<file path="src/rtl/ifq_pkg.sv">
// Shared types and defaults for the instruction fetch queue.
package ifq_pkg;

  typedef enum logic [1:0] {IDLE, REQ, WAIT} ifq_state_e;

  localparam int unsigned PC_STEP_DEF  = 4;
  localparam logic [31:0] RESET_PC_DEF = 32'h0000_0000;

  typedef struct packed {
    logic [31:0] pc;
    logic [31:0] instr;
  } ifq_entry_t;

endpackage

</file>
<file path="src/rtl/ifq_fifo.sv">
// Synchronous FIFO of PC-tagged instruction words with flush and occupancy count.
module ifq_fifo
  import ifq_pkg::*;
#(
  parameter int unsigned DEPTH = 4
) (
  input  logic                     clk_i,
  input  logic                     rst_i,
  input  logic                     flush_i,
  input  logic                     push_i,
  input  ifq_entry_t               data_i,
  input  logic                     pop_i,
  output ifq_entry_t               data_o,
  output logic                     full_o,
  output logic                     empty_o,
  output logic [$clog2(DEPTH):0]   count_o
);

  localparam int unsigned PtrW = $clog2(DEPTH);

  ifq_entry_t      mem_q [DEPTH];
  logic [PtrW-1:0] wptr_q, rptr_q;
  logic [PtrW:0]   count_q;
  logic            do_push, do_pop;

  assign empty_o = (count_q == '0);
  assign full_o  = count_q[PtrW];
  assign count_o = count_q;
  assign data_o  = mem_q[rptr_q];

  assign do_pop  = pop_i && !empty_o;
  // A push into a full FIFO is fine when a pop frees the head slot this cycle.
  assign do_push = push_i && (!full_o || do_pop);

  always_ff @(posedge clk_i or posedge rst_i) begin
    if (rst_i) begin
      wptr_q  <= '0;
      rptr_q  <= '0;
      count_q <= '0;
    end else if (flush_i) begin
      wptr_q  <= '0;
      rptr_q  <= '0;
      count_q <= '0;
    end else begin
      if (do_push) wptr_q <= wptr_q + PtrW'(1);
      if (do_pop)  rptr_q <= rptr_q + PtrW'(1);
      if (do_push && !do_pop) begin
        count_q <= count_q + (PtrW + 1)'(1);
      end else if (!do_push && do_pop) begin
        count_q <= count_q - (PtrW + 1)'(1);
      end
    end
  end

  always_ff @(posedge clk_i) begin
    if (do_push) mem_q[wptr_q] <= data_i;
  end

endmodule

</file>
<file path="src/rtl/instr_fetch_queue.sv">
// Sequential instruction fetcher with one outstanding req/gnt/rvalid transaction and a tagged
// FIFO. Define IFQ_BYPASS_EN to forward a response straight to the core when the FIFO is empty.
module instr_fetch_queue
  import ifq_pkg::*;
#(
  parameter int unsigned DEPTH    = 4,
  parameter logic [31:0] RESET_PC = RESET_PC_DEF,
  parameter int unsigned PC_STEP  = PC_STEP_DEF
) (
  input  logic                   clk_i,
  input  logic                   rst_i,
  output logic                   mem_req_o,
  output logic [31:0]            mem_addr_o,
  input  logic                   mem_gnt_i,
  input  logic                   mem_rvalid_i,
  input  logic [31:0]            mem_rdata_i,
  output logic                   instr_valid_o,
  output logic [31:0]            instr_o,
  output logic [31:0]            instr_pc_o,
  input  logic                   instr_ready_i,
  input  logic                   redirect_i,
  input  logic [31:0]            redirect_pc_i,
  output logic [$clog2(DEPTH):0] count_o
);

  ifq_state_e  state_q, state_d;
  logic        mem_req_q, mem_req_d;
  logic [31:0] mem_addr_q, mem_addr_d;
  logic [31:0] fetch_pc_q, fetch_pc_d;
  logic [31:0] req_addr_q, req_addr_d;
  logic        discard_q, discard_d;
  logic        rsp_ok;

  logic        fifo_push, fifo_pop, fifo_full, fifo_empty;
  ifq_entry_t  fifo_head, rsp_entry, head;

  assign rsp_entry = '{pc: req_addr_q, instr: mem_rdata_i};

  always_comb begin
    state_d    = state_q;
    mem_req_d  = mem_req_q;
    mem_addr_d = mem_addr_q;
    fetch_pc_d = fetch_pc_q;
    req_addr_d = req_addr_q;
    discard_d  = discard_q;
    rsp_ok     = 1'b0;
    unique case (state_q)
      IDLE: begin
        // Nothing is outstanding here, so occupancy alone decides credit; a redirect empties
        // the FIFO, which always leaves room.
        if (redirect_i || !fifo_full) begin
          state_d    = REQ;
          mem_req_d  = 1'b1;
          mem_addr_d = redirect_i ? redirect_pc_i : fetch_pc_q;
        end
      end
      REQ: begin
        if (redirect_i) discard_d = 1'b1;
        if (mem_gnt_i) begin
          state_d    = WAIT;
          mem_req_d  = 1'b0;
          req_addr_d = mem_addr_q;
          if (!discard_q && !redirect_i) fetch_pc_d = fetch_pc_q + PC_STEP;
        end
      end
      WAIT: begin
        if (mem_rvalid_i) begin
          rsp_ok    = !discard_q && !redirect_i;
          discard_d = 1'b0;
          state_d   = IDLE;
        end else if (redirect_i) begin
          discard_d = 1'b1;
        end
      end
      default: state_d = IDLE;
    endcase
    if (redirect_i) fetch_pc_d = redirect_pc_i;
  end

  always_ff @(posedge clk_i or posedge rst_i) begin
    if (rst_i) begin
      state_q    <= IDLE;
      mem_req_q  <= 1'b0;
      mem_addr_q <= RESET_PC;
      fetch_pc_q <= RESET_PC;
      req_addr_q <= '0;
      discard_q  <= 1'b0;
    end else begin
      state_q    <= state_d;
      mem_req_q  <= mem_req_d;
      mem_addr_q <= mem_addr_d;
      fetch_pc_q <= fetch_pc_d;
      req_addr_q <= req_addr_d;
      discard_q  <= discard_d;
    end
  end

`ifdef IFQ_BYPASS_EN
  // An accepted bypass word never enters the FIFO.
  assign fifo_push     = rsp_ok && !(fifo_empty && instr_ready_i);
  assign instr_valid_o = !fifo_empty || rsp_ok;
  assign head          = fifo_empty ? rsp_entry : fifo_head;
`else
  assign fifo_push     = rsp_ok;
  assign instr_valid_o = !fifo_empty;
  assign head          = fifo_head;
`endif

  assign fifo_pop   = !fifo_empty && instr_ready_i;
  assign instr_o    = instr_valid_o ? head.instr : '0;
  assign instr_pc_o = instr_valid_o ? head.pc : '0;
  assign mem_req_o  = mem_req_q;
  assign mem_addr_o = mem_addr_q;

  ifq_fifo #(
    .DEPTH (DEPTH)
  ) u_fifo (
    .clk_i   (clk_i),
    .rst_i   (rst_i),
    .flush_i (redirect_i),
    .push_i  (fifo_push),
    .data_i  (rsp_entry),
    .pop_i   (fifo_pop),
    .data_o  (fifo_head),
    .full_o  (fifo_full),
    .empty_o (fifo_empty),
    .count_o (count_o)
  );

endmodule

</file>
<file path="config.mk">
export PLATFORM = sky130hd
export DESIGN_NAME = instr_fetch_queue
export DESIGN_NICKNAME = d
export VERILOG_FILES = /design/src/rtl/ifq_pkg.sv /design/src/rtl/ifq_fifo.sv /design/src/rtl/instr_fetch_queue.sv
export SDC_FILE = /design/constraint.sdc
export NUM_CORES = 1
export LEC_CHECK = 0
export BUFFER_PORTS_ARGS = -buffer_cell sky130_fd_sc_hd__buf_2
export CORE_MARGIN = 8
export CORE_UTILIZATION = 40
export DETAILED_ROUTE_END_ITERATION = 16
export GPL_TIMING_DRIVEN = 0
export PLACE_DENSITY = 0.63
export SETUP_SLACK_MARGIN = 0.2
export SLEW_MARGIN = 20
export SYNTH_ARGS = -nofsm -noshare
export SYNTH_HDL_FRONTEND = slang
export SYNTH_SLANG_ARGS = --single-unit
</file>
<file path="constraint.sdc">
create_clock -name clk_i -period 3.6 [get_ports clk_i]
set_input_delay 0.36 -clock clk_i [delete_from_list [all_inputs] [get_ports clk_i]]
set_output_delay 0.36 -clock clk_i [all_outputs]
set_load 0.05 [all_outputs]
</file>
Word level (Yosys, flattened, before mapping). Memories as Yosys holds them, arrays and structs flattened. Cells that the tools add are included.

Register bits after elaboration: 107. Memories: 1. Bits of input ports: 70. Memory bits (writable): 256.

Reductions and logical operators: 29. Add/subtract/negate cells: 5. Eq/ne operators: 5. Mux-type cells: 28.

Memory list: u_fifo.mem_q (words 4, bits a word 64, rd ports 1, clocked after Yosys merged registers in 0, wr ports 1, line ifq_fifo.sv:21) `ifq_entry_t mem_q [DEPTH];`.

Operator list (number): two-way mux 32 bit (7); adder 32 x 3 -> 32 bit, second input constant (1); two-way mux 2 bit (7); nonzero test 2 bit (7); two-way mux 3 bit (3); AND reduction 3 bit (3); two-way mux 1 bit (8); logical AND 1 bit (6); logical NOT 1 bit (6); inequality test 2 bit, second input constant (3); one-hot mux 2 bit (3 select lines) (1); adder 2 x 1 -> 2 bit, second input constant (2); one-hot mux 1 bit (2 select lines) (2); AND reduction 2 bit (2); adder 3 x 1 -> 3 bit, second input constant (1); logical NOT 3 bit (1); nonzero test 3 bit (1); subtractor 3 x 1 -> 3 bit, second input constant (1); equality test 2 x 1 -> 1 bit, second input constant (1); equality test 2 bit, second input constant (1); logical NOT 2 bit (1); logical OR 1 bit (2).

Longest topological paths before layout. Gate-level depths: netlist of run 1.

Depth after elaboration: 11. Mapped depth: 11.

Modules after synthesis. Synthesis of run 1 repeated with hierarchy kept, for this count alone.

Cells, all modules: 914. Area total of the unflattened synthesis: 14901.8 um2.

By module, submodules not included: ifq_fifo (cells an instance 396, sequential area each 7862.5 um2, times used 1, area an instance 9774.4 um2); instr_fetch_queue (cells an instance 518, sequential area each 2502.4 um2, times used 1, area an instance 5127.4 um2).

Least setup slack after synthesis of run 1. Ideal clock, no wire load.

Path type: register -> register. Start point: register state_q[0]. End point: memory u_fifo.mem_q[1][0] (netlist bit), enable pin. Path slack: 298 ps. Data required time: 3171 ps. Arrival time: 2873 ps. Buffers on the path: 0. Period minus slack after synthesis: 3302 ps. Stages on the path, launching flop included: 6. Cell sequence: dfrtp_1 -> inv_1 -> ha_1 -> nand2_1 -> nor4_2 -> and2_1.

Cells in the longest elaborated chain, start to end: 5.

RTL lines: from (decl) (line instr_fetch_queue.sv:26) `ifq_state_e state_q, state_d;`; from (signal assigned) (line instr_fetch_queue.sv:89) `state_q <= state_d;`; equality test 2 bit (line instr_fetch_queue.sv:47) `unique case (state_q)`; two-way mux 1 bit (line instr_fetch_queue.sv:47); logical AND 1 bit (line ifq_fifo.sv:33) `assign do_push = push_i && (!full_o || do_pop);`; two-way mux 1 bit (line ifq_fifo.sv:56) `if (do_push) mem_q[wptr_q] <= data_i;`; two-way mux 1 bit (implied by the code) (line ifq_fifo.sv:56); to (decl) (line ifq_fifo.sv:21).

Every way passes these cells.

Final worst setup path of run 1.
Start point: register u_fifo.rptr_q[0]. End point: output instr_pc_o[8].

Cells in the longest elaborated chain, start to end: 2.

RTL lines: from (decl) (line ifq_fifo.sv:22) `logic [PtrW-1:0] wptr_q, rptr_q;`; from (signal assigned) (line ifq_fifo.sv:46) `if (do_pop) rptr_q <= rptr_q + PtrW'(1);`; memory (4 x 64 bit); two-way mux 32 bit (line instr_fetch_queue.sv:111) `assign instr_pc_o = instr_valid_o ? head.pc : '0;`; to (decl) (line instr_fetch_queue.sv:19) `output logic [31:0] instr_pc_o,`.

Every way passes these cells.

==> impl_metrics.xml, run 1 <==
<?xml version="1.0" encoding="UTF-8"?>
<metrics>
  <group name="critical_path">
    <metric name="crit_path_top_delay_cell" unit="">mux4_2</metric>
    <metric name="crit_path_capture_type" unit="">primary output</metric>
    <metric name="crit_family" unit="">buffers and inverters</metric>
    <metric name="critical_path.reg2reg.endpoint" unit="">u_fifo.mem_q[0][31]$_DFFE_PP_</metric>
    <metric name="rr_worst_depth" unit="">6</metric>
    <metric name="reg2reg_from" unit="">state_q[0]$_DFFE_PP0P_</metric>
    <metric name="cp_cell_sequence" unit="">clkdlybuf4s15_2 -&gt; buf_2 -&gt; mux4_2 -&gt; and2_1 -&gt; buf_2</metric>
    <metric name="critical_path_class" unit="">reg -&gt; out</metric>
    <metric name="slowest_delay" unit="ns">0.56</metric>
    <metric name="crit_buf_inv" unit="">3</metric>
    <metric name="cpMostUsedCell" unit="">buf_2</metric>
    <metric name="timing.critical_path.from_type" unit="">flip-flop</metric>
    <metric name="reg2reg_slack" unit="ns">0.73</metric>
    <metric name="crit_fanout" unit="">10</metric>
    <metric name="crit_arrival" unit="ns">2.81</metric>
    <metric name="worstPathRequired" unit="ns">3.24</metric>
  </group>
  <group name="synthesis">
    <metric name="ys_types" unit="">45</metric>
    <metric name="synth_flop_cell" unit="">edfxtp_1</metric>
    <metric name="synth_top_cell_by_area" unit="">edfxtp_1</metric>
    <metric name="post-synth-top-count-cell" unit="">edfxtp_1</metric>
    <metric name="synth_enable_flop_cells" unit="">256</metric>
    <metric name="synth_commonest_cells" unit="">256 x edfxtp_1, 107 x dfrtp_1, 69 x and2_1</metric>
    <metric name="post_synth_arst_share" unit="">0.295</metric>
    <metric name="synth.avg_cell_area" unit="sq um">16.4</metric>
    <metric name="syn_nets" unit="">976</metric>
    <metric name="synthDominantCellAreaShare" unit="">0.521</metric>
    <metric name="yosysSeqAreaShare" unit="">0.703</metric>
    <metric name="synth_area" unit="sq um">14700</metric>
    <metric name="ys_ff_latch" unit="">363</metric>
    <metric name="postSynthCellCount" unit="">897</metric>
    <metric name="yosys_warnings" unit="">0</metric>
    <metric name="post_synth_main_area_contributors" unit="">edfxtp_1 52%, dfrtp_1 18%, mux4_2 9.8%</metric>
  </group>
  <group name="layout">
    <metric name="share_of_layout_cells_above_drive_strength_1" unit="">0.306</metric>
    <metric name="net_count_final" unit="">1195</metric>
    <metric name="layoutNonFillerInstCount" unit="">1612</metric>
    <metric name="area.growth.synth_to_final" unit="%">19.1</metric>
    <metric name="final_area" unit="sq um">17600</metric>
    <metric name="fillcell_total" unit="">3198</metric>
    <metric name="insertedDiodeCount" unit="">0</metric>
  </group>
  <group name="global_route">
    <metric name="number_of_antenna_violations_at_the_first_check_in_global_routing" unit="">1</metric>
    <metric name="first_global_vias" unit="">9098</metric>
    <metric name="grt_start_max_net_pins" unit="">64</metric>
    <metric name="grt_overall_usage" unit="">0.159</metric>
    <metric name="grt_first_pass_wirelength" unit="mm">53.7</metric>
    <metric name="globalRouteOverflowTotal" unit="">0</metric>
  </group>
  <group name="timing">
    <metric name="report.final.setup_viol" unit="">0</metric>
    <metric name="fmax" unit="GHz">0.315</metric>
    <metric name="post-route-min-period" unit="ns">3.17</metric>
    <metric name="grt_setup_unrepaired" unit="">false</metric>
    <metric name="maxSlewViolCount" unit="">0</metric>
    <metric name="max_slew_margin" unit="">0.378</metric>
    <metric name="period_share" unit="">0.881</metric>
    <metric name="final.setup_skew" unit="ns">0.0179</metric>
    <metric name="hold_viol" unit="">0</metric>
    <metric name="worstMarginPinSlew" unit="ns">0.925</metric>
  </group>
  <group name="pwr">
    <metric name="combinational_power_share" unit="">0.330</metric>
    <metric name="swShare" unit="">0.383</metric>
    <metric name="power.clock.fraction" unit="">0.270</metric>
    <metric name="power_report.internal_total" unit="W">0.00860</metric>
    <metric name="static_leakage" unit="nW">6.51</metric>
    <metric name="seq_power_share" unit="">0.400</metric>
    <metric name="power-per-cell-area" unit="nW/um^2">793</metric>
    <metric name="p_sw" unit="W">0.00533</metric>
    <metric name="peakVddDrop" unit="mV">0.710</metric>
  </group>
  <group name="floorplan">
    <metric name="core" unit="sq um">36400</metric>
    <metric name="die_height" unit="um">208</metric>
    <metric name="initial_utilization" unit="">0.405</metric>
    <metric name="die_area" unit="sq um">43300</metric>
    <metric name="fp.dieW" unit="um">208</metric>
    <metric name="core.rowCount" unit="">70</metric>
    <metric name="num_io_pins" unit="">171</metric>
  </group>
  <group name="routing">
    <metric name="wl" unit="mm">34.6</metric>
    <metric name="via_per_inst" unit="">5.28</metric>
    <metric name="drt-wirelength-per-cell" unit="um">21.5</metric>
    <metric name="final_antenna_net_count" unit="">0</metric>
    <metric name="dr.first_iter.drc_count" unit="">429</metric>
    <metric name="drcViolationCount" unit="">0</metric>
    <metric name="drt-pass1-iter-count" unit="">5</metric>
    <metric name="num_vias" unit="">8507</metric>
  </group>
  <group name="clock_network">
    <metric name="clk_latency" unit="ns">0.52</metric>
    <metric name="clock-sinks" unit="">363</metric>
    <metric name="cts-htree-levels" unit="">2</metric>
    <metric name="max-clock-path-buffers" unit="">3</metric>
    <metric name="clock-root-buffer" unit="">clkbuf_16</metric>
    <metric name="cts_setup_buffers" unit="">0</metric>
    <metric name="clk_pin_slew_worst_paths" unit="ns">0.06</metric>
    <metric name="tritoncts" unit="">yes</metric>
    <metric name="number_of_buffers_created_by_cts" unit="">41</metric>
  </group>
  <group name="placed_design">
    <metric name="dpl.hpwl" unit="mm">23.4</metric>
    <metric name="buffer_ports.inserted" unit="">170</metric>
    <metric name="detailed_place.area" unit="sq um">16300</metric>
    <metric name="numPlacedInstances" unit="">1540</metric>
    <metric name="routabilityCongestion" unit="">0.853</metric>
  </group>
  <group name="hold_path">
    <metric name="worstHoldPathCells" unit="">1</metric>
    <metric name="hold_path.class" unit="">in -&gt; reg</metric>
    <metric name="hold_path_end" unit="">u_fifo.mem_q[3][29]$_DFFE_PP_</metric>
    <metric name="hp-start" unit="">mem_rdata_i[29]</metric>
  </group>
  <group name="run_status">
    <metric name="status" unit="">finished clean</metric>
  </group>
  <group name="job">
    <metric name="max-cap-violations" unit="">0</metric>
  </group>
</metrics>
==> metal layers <==
layer,vias to the layer above,routed length [um],global-route usage
met5,-,13,0
met3,45,1920,0.0332
met4,2,601,0.0387
li1,3894,-,-
met1,4331,15000,0.203
met2,235,17100,0.275
==> worst reg2reg max path, cell delays in order, from the launching register on <==
cell	delay, ns
dfrtp_1	0.40
inv_1	0.09
ha_1	0.19
nand2_1	0.10
nor4_2	0.77
and2_4	0.65
buf_16	0.31
==> power groups by stage <==
stage / clock, W / sequential (W) / combinational (W)
6_report: 0.00376 / 0.00557 / 0.00460
5_1_grt: 0.00404 / 0.00565 / 0.00493
4_1_cts: 0.00386 / 0.00559 / 0.00470
3_5_place_dp: 0 / 0.00567 / 0.00468
3_3_place_gp: 0 / 0.00564 / 0.00464
2_1_floorplan: 0 / 0.00612 / 0.00283
==> state kept, by name (all words and copies together) (netlist names) <==
signal,flops
fetch_pc_q,32
u_fifo.count_o,3
mem_req_o,1
u_fifo.rptr_q,2
mem_addr_o,32
u_fifo.wptr_q,2
u_fifo.mem_q,256
state_q,2
req_addr_q,32
discard_q,1
==> through the flow <==
stage / total power [W] / hold slack [ns] / worst slack (ns) / TNS [ns] / utilization
finish: 0.0139 / 0.0568 / 0.428 / 0 / 0.482
global route: 0.0146 / 0.0358 / 0.201 / 0 / 0.482
CTS: 0.0141 / 0.0318 / 0.225 / 0 / 0.482
detailed placement: 0.0104 / 0.432 / 0.502 / 0 / 0.448
global placement: 0.0103 / 0.485 / -1.35 / -467.60 / 0.444
floorplan: 0.00895 / 0.459 / 0.298 / 0 / -
==> worst max path at each step <==
stage                                 start                            end  cells past startpoint
2_1_floorplan        state_q[0]$_DFFE_PP0P_   u_fifo.mem_q[1][0]$_DFFE_PP_                      5
3_3_place_gp         state_q[0]$_DFFE_PP0P_  u_fifo.mem_q[0][27]$_DFFE_PP_                      5
3_5_place_dp   u_fifo.rptr_q[0]$_DFFE_PP0P_                 instr_pc_o[22]                      5
4_1_cts        u_fifo.rptr_q[0]$_DFFE_PP0P_                 instr_pc_o[22]                      5
5_1_grt        u_fifo.rptr_q[0]$_DFFE_PP0P_                  instr_pc_o[5]                      5
6_report       u_fifo.rptr_q[0]$_DFFE_PP0P_                  instr_pc_o[8]                      5
==> repair_timing <==
item / 4_1_cts / 5_1_grt
hold buffers: 1 / 0
endpoints found under the setup margin: 38 / 8
cloned: 0 / 0
gates resized for setup: 3 / 3
endpoints found under the hold margin: 44 / 0
==> layout make-up <==
class                   count  area (sq um)  area share
clock buffers              56          1120      0.0640
plain buffers              48           210      0.0120
inverters                  16          65.1     0.00370
multi-input cells         470          4130       0.235
clock inverters            15          87.6     0.00499
well taps                 468           586      0.0333
repair buffers            176           998      0.0568
flip-flops and latches    363         10400       0.590
==> logic make-up after synthesis <==
group,synth area share
flip-flops,0.703
multiplexers,0.135
XOR/XNOR,0.00950
AND/OR/NAND/NOR,0.0826
buffers and inverters,0.0175
adder cells (fa/ha/maj),0.00815
AO/OA/AOI/OAI,0.0444
==> layout by cell type (no fill, tap or decap), types with 3 or more instances in the layout <==
master,count
and2_4,4
or4_1,15
mux2_2,37
and2_1,65
nor4_1,7
o311ai_1,3
buf_16,5
nand4_1,6
clkbuf_16,42
or2_2,3
nor2_1,19
nor2b_1,6
buf_1,7
edfxtp_1,256
ha_1,8
nand2_1,67
mux4_2,64
xnor2_1,11
o21ai_0,50
dfrtp_1,107
nor3_1,4
xor2_1,5
a31oi_1,10
a21oi_1,11
nand3_1,13
inv_1,15
clkbuf_1,43
mux2i_1,13
o31ai_1,11
clkinv_1,6
a21boi_0,16
clkinv_2,6
buf_2,174
Power figures use the tool's default switching activity.
==> inputs of run 2 (changes only) <==
--- a/config.mk
+++ b/config.mk
@@ -6,13 +6,16 @@
 export NUM_CORES = 1
 export LEC_CHECK = 0
 export BUFFER_PORTS_ARGS = -buffer_cell sky130_fd_sc_hd__buf_2
+export CELL_PAD_IN_SITES_DETAIL_PLACEMENT = 0
+export CELL_PAD_IN_SITES_GLOBAL_PLACEMENT = 1
 export CORE_MARGIN = 8
 export CORE_UTILIZATION = 40
 export DETAILED_ROUTE_END_ITERATION = 16
 export GPL_TIMING_DRIVEN = 0
-export PLACE_DENSITY = 0.63
+export PLACE_DENSITY = 0.72
 export SETUP_SLACK_MARGIN = 0.2
 export SLEW_MARGIN = 20
 export SYNTH_ARGS = -nofsm -noshare
 export SYNTH_HDL_FRONTEND = slang
 export SYNTH_SLANG_ARGS = --single-unit
+export TNS_END_PERCENT = 100
==> run 2 against run 1 <==
  * Combinational power is essentially flat
  * Die area did not move
  * Cell area is 0.72% higher
  * Clock-buffer cell count increased by 1
  * Critical path type unchanged
  * Largest power group unchanged
==> impl_metrics.xml, run 2 (synthesis results as in run 1) <==
<?xml version="1.0" encoding="UTF-8"?>
<metrics>
  <group name="clock_network">
    <metric name="tritoncts" unit="">yes</metric>
    <metric name="cts-htree-levels" unit="">2</metric>
    <metric name="number_of_buffers_created_by_cts" unit="">40</metric>
    <metric name="clk_pin_slew_worst_paths" unit="ns">0.06</metric>
    <metric name="cts_setup_buffers" unit="">0</metric>
    <metric name="clock-sinks" unit="">363</metric>
    <metric name="clock-root-buffer" unit="">clkbuf_16</metric>
    <metric name="max-clock-path-buffers" unit="">3</metric>
    <metric name="clk_latency" unit="ns">0.54</metric>
  </group>
  <group name="job">
    <metric name="max-cap-violations" unit="">0</metric>
  </group>
  <group name="placed_design">
    <metric name="routabilityCongestion" unit="">0.837</metric>
    <metric name="dpl.hpwl" unit="mm">23.5</metric>
    <metric name="preCtsSetupSlack" unit="ns">0.526</metric>
    <metric name="buffer_ports.inserted" unit="">170</metric>
  </group>
  <group name="critical_path">
    <metric name="crit_path_top_delay_cell" unit="">mux4_2</metric>
    <metric name="crit_buf_inv" unit="">3</metric>
    <metric name="crit_family" unit="">buffers and inverters</metric>
    <metric name="crit_arrival" unit="ns">2.79</metric>
    <metric name="crit_path_capture_type" unit="">primary output</metric>
    <metric name="cp_cell_sequence" unit="">clkdlybuf4s15_2 -&gt; buf_2 -&gt; mux4_2 -&gt; and2_1 -&gt; buf_2</metric>
    <metric name="crit_fanout" unit="">10</metric>
    <metric name="cpMostUsedCell" unit="">buf_2</metric>
    <metric name="slowest_delay" unit="ns">0.57</metric>
    <metric name="critical_path_class" unit="">reg -&gt; out</metric>
    <metric name="timing.critical_path.from_type" unit="">flip-flop</metric>
    <metric name="worstPathRequired" unit="ns">3.24</metric>
  </group>
  <group name="global_route">
    <metric name="grt.busiest_layer" unit="">met2</metric>
    <metric name="grtUsageMet2" unit="">0.270</metric>
    <metric name="gr-usage-met1" unit="">0.211</metric>
    <metric name="globalRouteOverflowTotal" unit="">0</metric>
    <metric name="first_global_vias" unit="">8986</metric>
    <metric name="global_route.usage.met3" unit="">0.0337</metric>
    <metric name="grt_overall_usage" unit="">0.162</metric>
    <metric name="grt_start_max_net_pins" unit="">57</metric>
    <metric name="number_of_antenna_violations_at_the_first_check_in_global_routing" unit="">1</metric>
    <metric name="grt_first_pass_wirelength" unit="mm">54.3</metric>
  </group>
  <group name="layout">
    <metric name="layout_commonest_cell" unit="">edfxtp_1</metric>
    <metric name="share_of_layout_cells_above_drive_strength_1" unit="">0.311</metric>
    <metric name="finalCoreUtilization" unit="">0.486</metric>
    <metric name="area.growth.synth_to_final" unit="%">20.0</metric>
    <metric name="largest_reg_by_ff_count" unit="">u_fifo.mem_q</metric>
    <metric name="insertedDiodeCount" unit="">0</metric>
    <metric name="net_count_final" unit="">1194</metric>
    <metric name="commonest_cells_after_routing_fill_and_taps_aside" unit="">256 x edfxtp_1, 174 x buf_2, 107 x dfrtp_1</metric>
    <metric name="largest_reg_flops" unit="">256</metric>
  </group>
  <group name="floorplan">
    <metric name="die_area" unit="sq um">43300</metric>
    <metric name="core" unit="sq um">36400</metric>
    <metric name="fp.dieW" unit="um">208</metric>
    <metric name="core.rowCount" unit="">70</metric>
    <metric name="initial_utilization" unit="">0.405</metric>
    <metric name="die_height" unit="um">208</metric>
    <metric name="num_io_pins" unit="">171</metric>
  </group>
  <group name="routing">
    <metric name="dr.first_iter.drc_count" unit="">376</metric>
    <metric name="final_antenna_net_count" unit="">0</metric>
    <metric name="drt-pass1-iter-count" unit="">5</metric>
    <metric name="drcViolationCount" unit="">0</metric>
    <metric name="wl" unit="mm">35.3</metric>
    <metric name="via_per_inst" unit="">5.28</metric>
    <metric name="drt-wirelength-per-cell" unit="um">21.8</metric>
    <metric name="num_vias" unit="">8520</metric>
  </group>
  <group name="timing">
    <metric name="max_slew_margin" unit="">0.399</metric>
    <metric name="report.final.setup_viol" unit="">0</metric>
    <metric name="worstMarginPinSlew" unit="ns">0.902</metric>
    <metric name="period_share" unit="">0.875</metric>
    <metric name="hold_viol" unit="">0</metric>
    <metric name="maxSlewViolCount" unit="">0</metric>
    <metric name="layout_setup_ws" unit="ns">0.449</metric>
    <metric name="final.setup_skew" unit="ns">0.0225</metric>
    <metric name="grt_setup_unrepaired" unit="">false</metric>
    <metric name="post-route-min-period" unit="ns">3.15</metric>
    <metric name="fmax" unit="GHz">0.317</metric>
  </group>
  <group name="pwr">
    <metric name="overall_power_after_layout" unit="W">0.0143</metric>
    <metric name="peakVddDrop" unit="mV">0.517</metric>
    <metric name="power-per-cell-area" unit="nW/um^2">811</metric>
    <metric name="static_leakage" unit="nW">6.56</metric>
  </group>
  <group name="run_status">
    <metric name="status" unit="">finished clean</metric>
  </group>
  <group name="hold_path">
    <metric name="hold_path.class" unit="">in -&gt; reg</metric>
  </group>
</metrics>
[run 2: stage by stage]
step / hold WS, ns / cell area, sq um / cells / setup TNS [ns]
after CTS: 0.0141 / 17700 / 1615 / 0
after floorplan: 0.459 / 14700 / 897 / 0
final: 0.0351 / 17700 / 1615 / 0
after detailed placement: 0.466 / 16300 / 1540 / 0
after global placement: 0.483 / 16200 / 1535 / -506.89
after global routing: 0.0193 / 17700 / 1615 / 0
[run 2: final cells by class]
cell class	instances	area, sq um
inverters	16	65.1
plain buffers	48	210
repair buffers	176	983
clock inverters	17	226
flip-flops and latches	363	10400
multi-input cells	470	4130
clock buffers	57	1130
fillers	3162	18700
well taps	468	586
[run 2: power breakdown]
part | internal, W | switching (W)
logic | 0.00131 | 0.00328
registers | 0.00510 | 0.000474
clock network | 0.00255 | 0.00162
[run 2: path summary, 6_finish.rpt]
| kind | from | endpoint | slack (ns) | cells after the start |
|---|---|---|---|---|
| max | u_fifo.rptr_q[0]$_DFFE_PP0P_ | instr_pc_o[10] | 0.45 | 5 |
| min | mem_rdata_i[28] | u_fifo.mem_q[1][28]$_DFFE_PP_ | 0.04 | 1 |
| max reg2reg | state_q[0]$_DFFE_PP0P_ | u_fifo.mem_q[2][47]$_DFFE_PP_ | 0.74 | 6 |
| min reg2reg | fetch_pc_q[1]$_DFFE_PP0P_ | fetch_pc_q[1]$_DFFE_PP0P_ | 0.50 | 1 |
| max in group asynchronous | rst_i | req_addr_q[28]$_DFFE_PP0P_ | 2.46 | 4 |
| min in group asynchronous | rst_i | mem_req_o$_DFFE_PP0P_ | 0.46 | 3 |
[run 2: worst register-to-register path, stage by stage (launching register included)]
cell	delay [ns]
dfrtp_1	0.39
inv_1	0.08
ha_1	0.19
nand2_1	0.10
nor4_2	0.73
and2_4	0.68
buf_12	0.36
[run 2: repair_timing]
item / 4_1_cts / 5_1_grt
gates resized for setup: 3 / 1
setup endpoints to repair: 43 / 8
endpoints found under the hold margin: 51 / 0
hold buffers: 1 / 0
[run 2: per-layer routing]
metal  share of wire  vias up  wire, um
met5         0.00031        -        11
met2            0.49      235     17200
li1                -     3885         -
met4           0.024        2       838
met3           0.047       57      1670
met1            0.44     4341     15600
